<file path="config.mk">
export PLATFORM = sky130hd
export DESIGN_NAME = mmu
export DESIGN_NICKNAME = d
export VERILOG_FILES = /design/src/rtl/mmu_pkg.sv /design/src/rtl/mmu_oam_dma.sv /design/src/rtl/mmu.sv
export SDC_FILE = /design/constraint.sdc
export NUM_CORES = 1
export LEC_CHECK = 0
export ABC_AREA = 1
export CAP_MARGIN = 20
export CELL_PAD_IN_SITES_DETAIL_PLACEMENT = 0
export CELL_PAD_IN_SITES_GLOBAL_PLACEMENT = 1
export CORE_AREA = 2 2 118 74
export DETAILED_ROUTE_END_ITERATION = 10
export DIE_AREA = 0 0 120 76
export GPL_ROUTABILITY_DRIVEN = 1
export PLACE_DENSITY = 0.91
export SYNTH_ARGS = -nofsm -noshare
export SYNTH_HDL_FRONTEND = slang
export SYNTH_SLANG_ARGS = --single-unit
</file>
<file path="constraint.sdc">
create_clock -name clk -period 4.31 [get_ports clk]
set_clock_uncertainty 0.2 [all_clocks]
set_input_delay 0.862 -clock clk [delete_from_list [all_inputs] [get_ports clk]]
set_output_delay 0.862 -clock clk [all_outputs]
set_load 0.05 [all_outputs]
</file>
<file path="src/rtl/mmu_pkg.sv">
// Shared address map, IRQ bit indices, OAM DMA state type and address helpers
// for the mmu block.
package mmu_pkg;

  localparam logic [15:0] IF_ADDR       = 16'hFF0F;
  localparam logic [15:0] DMA_ADDR      = 16'hFF46;
  localparam logic [15:0] BOOTLOCK_ADDR = 16'hFF50;
  localparam logic [15:0] IE_ADDR       = 16'hFFFF;
  localparam logic [15:0] OAM_BASE      = 16'hFE00;
  localparam logic [7:0]  OAM_LEN       = 8'd160;
  localparam logic [15:0] ECHO_BASE     = 16'hE000;
  localparam logic [15:0] ECHO_END      = 16'hFDFF;
  localparam logic [15:0] ECHO_OFFSET   = 16'h2000;

  localparam int IRQ_VBLANK = 0;
  localparam int IRQ_STAT   = 1;
  localparam int IRQ_TIMER  = 2;
  localparam int IRQ_SERIAL = 3;
  localparam int IRQ_JOYPAD = 4;

  typedef enum logic [1:0] {
    DMA_IDLE  = 2'd0,
    DMA_READ  = 2'd1,
    DMA_WRITE = 2'd2
  } dma_state_t;

  // Echo RAM E000-FDFF mirrors C000-DDFF.
  function automatic logic [15:0] echo_remap(input logic [15:0] addr);
    if (addr >= ECHO_BASE && addr <= ECHO_END) begin
      return addr - ECHO_OFFSET;
    end
    return addr;
  endfunction

  function automatic logic is_internal(input logic [15:0] addr);
    return (addr == IF_ADDR) || (addr == DMA_ADDR) ||
           (addr == BOOTLOCK_ADDR) || (addr == IE_ADDR);
  endfunction

endpackage

</file>
<file path="src/rtl/mmu_oam_dma.sv">
// OAM DMA engine: copies 160 bytes from {src,8'h00} to FE00, alternating a
// read cycle and a write cycle per byte. Built only when GB_OAM_DMA_EN is set.
module oam_dma
  import mmu_pkg::*;
(
  input  logic        i_clk,
  input  logic        i_reset,
  input  logic        i_start,
  input  logic [7:0]  i_src,
  input  logic [7:0]  i_rd_data,
  output logic        o_active,
  output logic [15:0] o_addr,
  output logic [7:0]  o_data_w,
  output logic        o_do_write,
  output dma_state_t  o_state
);

  dma_state_t r_state;
  dma_state_t w_next_state;
  logic [7:0] r_idx;
  logic [7:0] w_next_idx;
  logic [7:0] r_src;
  logic [7:0] r_data;
  logic       w_last;

  assign w_last = (r_idx == (OAM_LEN - 8'd1));

  always_ff @(posedge i_clk) begin
    if (i_reset) begin
      r_state <= DMA_IDLE;
      r_idx   <= 8'd0;
      r_src   <= 8'd0;
      r_data  <= 8'd0;
    end else begin
      r_state <= w_next_state;
      r_idx   <= w_next_idx;
      if (i_start) begin
        r_src <= i_src;
      end
      if (r_state == DMA_READ && !i_start) begin
        r_data <= i_rd_data;
      end
    end
  end

  always_comb begin
    w_next_state = r_state;
    w_next_idx   = r_idx;
    o_active     = 1'b0;
    o_do_write   = 1'b0;
    o_addr       = OAM_BASE;
    case (r_state)
      DMA_IDLE: begin
      end
      DMA_READ: begin
        o_active     = 1'b1;
        o_addr       = {r_src, r_idx};
        w_next_state = DMA_WRITE;
      end
      DMA_WRITE: begin
        o_active   = 1'b1;
        o_do_write = 1'b1;
        o_addr     = OAM_BASE + {8'h00, r_idx};
        if (w_last) begin
          w_next_state = DMA_IDLE;
          w_next_idx   = 8'd0;
        end else begin
          w_next_state = DMA_READ;
          w_next_idx   = r_idx + 8'd1;
        end
      end
      default: begin
        w_next_state = DMA_IDLE;
      end
    endcase
    // A new FF46 write restarts from byte 0 regardless of progress.
    if (i_start) begin
      w_next_state = DMA_READ;
      w_next_idx   = 8'd0;
    end
  end

  assign o_data_w = r_data;
  assign o_state  = r_state;

endmodule

</file>
<file path="src/rtl/mmu.sv">
// Game Boy memory-management / bus-control block: echo remap, N-slave read
// priority mux, boot-ROM lock, IE/IF interrupt registers and optional OAM DMA
// (enabled by defining GB_OAM_DMA_EN).
module mmu
  import mmu_pkg::*;
#(
  parameter int NUM_SLAVES = 5,
  parameter int NUM_IRQ    = 5
) (
  input  logic                    clk,
  input  logic                    reset,
  input  logic [15:0]             cpu_addr,
  input  logic [7:0]              cpu_data_w,
  input  logic                    cpu_do_write,
  output logic [7:0]              cpu_data_r,
  output logic [15:0]             bus_addr,
  output logic [7:0]              bus_data_w,
  output logic                    bus_do_write,
  input  logic [8*NUM_SLAVES-1:0] slave_data_r,
  input  logic [NUM_SLAVES-1:0]   slave_active,
  output logic                    bootrom_enabled,
  input  logic [NUM_IRQ-1:0]      irq_req,
  input  logic                    irq_ack,
  input  logic [2:0]              irq_ack_idx,
  output logic [NUM_IRQ-1:0]      irq_pending,
  output logic                    irq_any,
  output logic                    dma_active
);

  logic [7:0]         r_ie;
  logic [7:0]         r_dma_reg;
  logic [NUM_IRQ-1:0] r_if;
  logic               r_bootrom_enabled;

  logic [NUM_IRQ-1:0] w_if_next;
  logic [7:0]         w_if_rd;
  logic               w_cpu_internal;
  logic [7:0]         w_slave_data;
  logic [15:0]        w_bus_addr_raw;

  logic               w_dma_active;
  logic [15:0]        w_dma_addr;
  logic [7:0]         w_dma_data_w;
  logic               w_dma_do_write;

  assign w_cpu_internal = is_internal(cpu_addr);

`ifdef GB_OAM_DMA_EN
  logic       w_dma_start;
  dma_state_t w_dma_state;

  assign w_dma_start = cpu_do_write && (cpu_addr == DMA_ADDR);

  oam_dma u_oam_dma (
    .i_clk      (clk),
    .i_reset    (reset),
    .i_start    (w_dma_start),
    .i_src      (cpu_data_w),
    .i_rd_data  (w_slave_data),
    .o_active   (w_dma_active),
    .o_addr     (w_dma_addr),
    .o_data_w   (w_dma_data_w),
    .o_do_write (w_dma_do_write),
    .o_state    (w_dma_state)
  );
`else
  assign w_dma_active   = 1'b0;
  assign w_dma_addr     = 16'h0000;
  assign w_dma_data_w   = 8'h00;
  assign w_dma_do_write = 1'b0;
`endif

  // Lowest-indexed active slave wins; scanning downward lets it overwrite.
  always_comb begin
    w_slave_data = 8'hFF;
    for (int k = NUM_SLAVES - 1; k >= 0; k--) begin
      if (slave_active[k]) begin
        w_slave_data = slave_data_r[8*k +: 8];
      end
    end
  end

  // Order matters: CPU write, then acknowledge, then requests OR'ed last.
  always_comb begin
    w_if_next = r_if;
    if (cpu_do_write && cpu_addr == IF_ADDR) begin
      w_if_next = cpu_data_w[NUM_IRQ-1:0];
    end
    for (int n = 0; n < NUM_IRQ; n++) begin
      if (irq_ack && irq_ack_idx == 3'(n)) begin
        w_if_next[n] = 1'b0;
      end
    end
    w_if_next = w_if_next | irq_req;
  end

  always_ff @(posedge clk) begin
    if (reset) begin
      r_ie              <= 8'h00;
      r_dma_reg         <= 8'h00;
      r_if              <= '0;
      r_bootrom_enabled <= 1'b1;
    end else begin
      r_if <= w_if_next;
      if (cpu_do_write) begin
        case (cpu_addr)
          IE_ADDR:  r_ie      <= cpu_data_w;
          DMA_ADDR: r_dma_reg <= cpu_data_w;
          BOOTLOCK_ADDR: begin
            if (cpu_data_w != 8'h00) begin
              r_bootrom_enabled <= 1'b0;
            end
          end
          default: begin
          end
        endcase
      end
    end
  end

  always_comb begin
    w_if_rd              = 8'hFF;
    w_if_rd[NUM_IRQ-1:0] = r_if;
  end

  always_comb begin
    case (cpu_addr)
      IF_ADDR:       cpu_data_r = w_if_rd;
      IE_ADDR:       cpu_data_r = r_ie;
      DMA_ADDR:      cpu_data_r = r_dma_reg;
      BOOTLOCK_ADDR: cpu_data_r = {7'h7F, ~r_bootrom_enabled};
      default:       cpu_data_r = w_dma_active ? 8'hFF : w_slave_data;
    endcase
  end

  // Strobe is masked during reset so an in-flight DMA write is cut off at once.
  assign w_bus_addr_raw = w_dma_active ? w_dma_addr : cpu_addr;
  assign bus_addr       = echo_remap(w_bus_addr_raw);
  assign bus_data_w     = w_dma_active ? w_dma_data_w : cpu_data_w;
  assign bus_do_write   = ~reset & (w_dma_active ? w_dma_do_write
                                                 : (cpu_do_write & ~w_cpu_internal));

  assign bootrom_enabled = r_bootrom_enabled;
  assign irq_pending     = r_ie[NUM_IRQ-1:0] & r_if;
  assign irq_any         = |irq_pending;
  assign dma_active      = w_dma_active;

endmodule

</file>
==> metrics.cfg <==
[run_status]
status = complete, no violations

[drt]
wl_met3_um = 377
drc_errors = 0
wl_met2_um = 3067
drt-met1-wl_um = 3486
first_iter_violations = 128
wire_per_inst_um = 12.51
wirelength_um = 7045
num_vias = 2544
top_layer = met4
ant_nets = 0
routed_via_density = 4.519
firstDrtPassIters = 4

[sta]
fin_crit_sh_pct = 89.41
fin_crit_ns = 3.853
setup_slack_ns = 0.4566
slew_violations = 0
rsz0062_at_grt = false
tns_ns = 0
timing.fmax_mhz = 259.5
hold_viol_final = 0
max-slew-margin-rel_pct = 61.04
finalSetupViolCount = 0
worst_pin_slew_ns = 0.5838

[clocking]
cts_tree = yes
cts_resized = 0
insertion_delay_ns = 0.26
cts_setup_buffers = 0
cts.htree.levels = 1
cts_buffer_depth = 2
cts_hold_buf = 0
cts_buffers = 3
cts_sinks = 22
root_buffer = clkbuf_16
clkSlewWorstSetupHoldPaths_ns = 0.06

[setup_path]
end_kind = output port
reg2reg_from = r_if[0]$_SDFF_PP0_
ff2ff_setup_slack_ns = 3.41
required_ns = 3.25
crit_path_start = cpu_addr[6]
crit_arrival_ns = 2.79
crit_type = input port to output port
crit_path_start_kind = input port
cp_max_fo = 17

[synthesis]
synth_seq_cells = 22
postSynthCellCount = 356
synth.distinct_cells = 27
netlist_area_um2 = 2058
avgSynthCellArea_um2 = 5.782
seq_area_frac_synth_pct = 21.40
synth_nets = 438
ys_warn_count = 0

[job]
maxCapViolations = 0

[final_layout]
layout_common_cells = clkdlybuf4s50_1 (111), nand2_1 (86), nor2_1 (43)
fin_nets = 534
final_common_cell = clkdlybuf4s50_1
final_cells = 563
area_delta_synth_final_pct = 65.11
insertedDiodeCount = 0
final_area_um2 = 3398
drive_gt1_share_pct = 8.204
fillers = 837
fin_util_pct = 41.62

[die]
initial_core_util_pct = 25.21
core-area_um2 = 8165
die_x_um = 120
die_area_um2 = 9120
rows = 26
die_h_um = 76
pin_count = 122

[global_routing]
grt_overflow = 0
antenna_found_initial = 0
grt_max_degree = 19
grt_pass1_vias = 2391
grt_usage_pct = 15.40
grt_pass1_wl_um = 11470

[pwr]
p_leak_uw = 0.001548
vdd_drop_max_mv = 0.09211
power_density_nw_per_um2 = 222.5

[place]
post_dp_cell_area_um2 = 3293
io_buffer_count = 120
place_ws_ns = 0.4556
hpwlAfterDp_um = 5813
placed_cells = 559
place.gp.congestion = 0.8550

[min_path]
worstHoldStart = r_dma_reg[5]$_SDFFE_PP0P_
hold_path_class = register to register

per-layer routing:
metal / GRT usage [%] / vias up
met5: 0 / -
met4: 4.353 / 0
met3: 2.695 / 8
met2: 23.58 / 74
met1: 22.10 / 1136
li1: - / 1326
synthesized netlist by cell type (all sizes together):
cell type,n,share of area (%)
a21oi,14,3.4
buf,26,8.9
clkbuf,6,1.1
clkinv,1,0.18
conb,1,0.18
dfxtp,22,21
ha,1,0.61
inv,40,7.3
nand2,90,17
nand3,35,9.1
nand3b,3,1.1
nand4,16,4.9
nor2,49,11
nor3,9,2.2
o211ai,2,0.73
o21a,1,0.36
o21ai,31,7.5
o31ai,1,0.36
or2,8,2.4
worst paths after layout:
path	end	cells after the start
max	cpu_data_r[3]	11
min	r_dma_reg[5]$_SDFFE_PP0P_	2
max reg2reg	r_if[0]$_SDFF_PP0_	4
min reg2reg	r_dma_reg[5]$_SDFFE_PP0P_	2
final cells by class:
type | count | area (µm²) | area share [%]
inverters | 41 | 153.9 | 4.529
multi-input cells | 261 | 1257 | 37.00
clock buffers | 3 | 75.07 | 2.209
repair buffers | 123 | 1301 | 38.29
flip-flops and latches | 22 | 440.4 | 12.96
clock inverters | 1 | 30.03 | 0.8837
well taps | 112 | 140.1 | 4.124
cells by family after synthesis:
| group | count (synthesis) | share of synthesized area (%) |
|---|---|---|
| AO/OA/AOI/OAI | 49 | 12.40 |
| adder cells (fa/ha/maj) | 1 | 0.6078 |
| other | 1 | 0.1822 |
| AND/OR/NAND/NOR | 210 | 47.90 |
| flip-flops | 22 | 21.40 |
| buffers and inverters | 73 | 17.51 |
critical path, cell delays in order:
cell and delay, ns:
clkdlybuf4s50_1 0.52, inv_1 0.05, nor2_1 0.12, nand2_1 0.10, nor2_4 0.36, nand2_2 0.20, nand3_1 0.17, nor2_4 0.08
nand2_1 0.09, nand2_1 0.08, buf_12 0.16
power breakdown:
group	leakage (µW)	switching, µW	internal [µW]
clock	0.0000511	79.3	185
sequential	0.000179	1.53	207
combinational	0.00132	150	134
metrics by stage:
stage / total power, µW / hold WS [ns]
floorplan: 359.7 / 0.2441
global placement: 494.9 / 0.2598
detailed placement: 497.8 / 0.2669
CTS: 762.6 / 0.2750
global route: 791.1 / 0.3023
finish: 756.0 / 0.2773
Power figures use the tool's default switching activity.
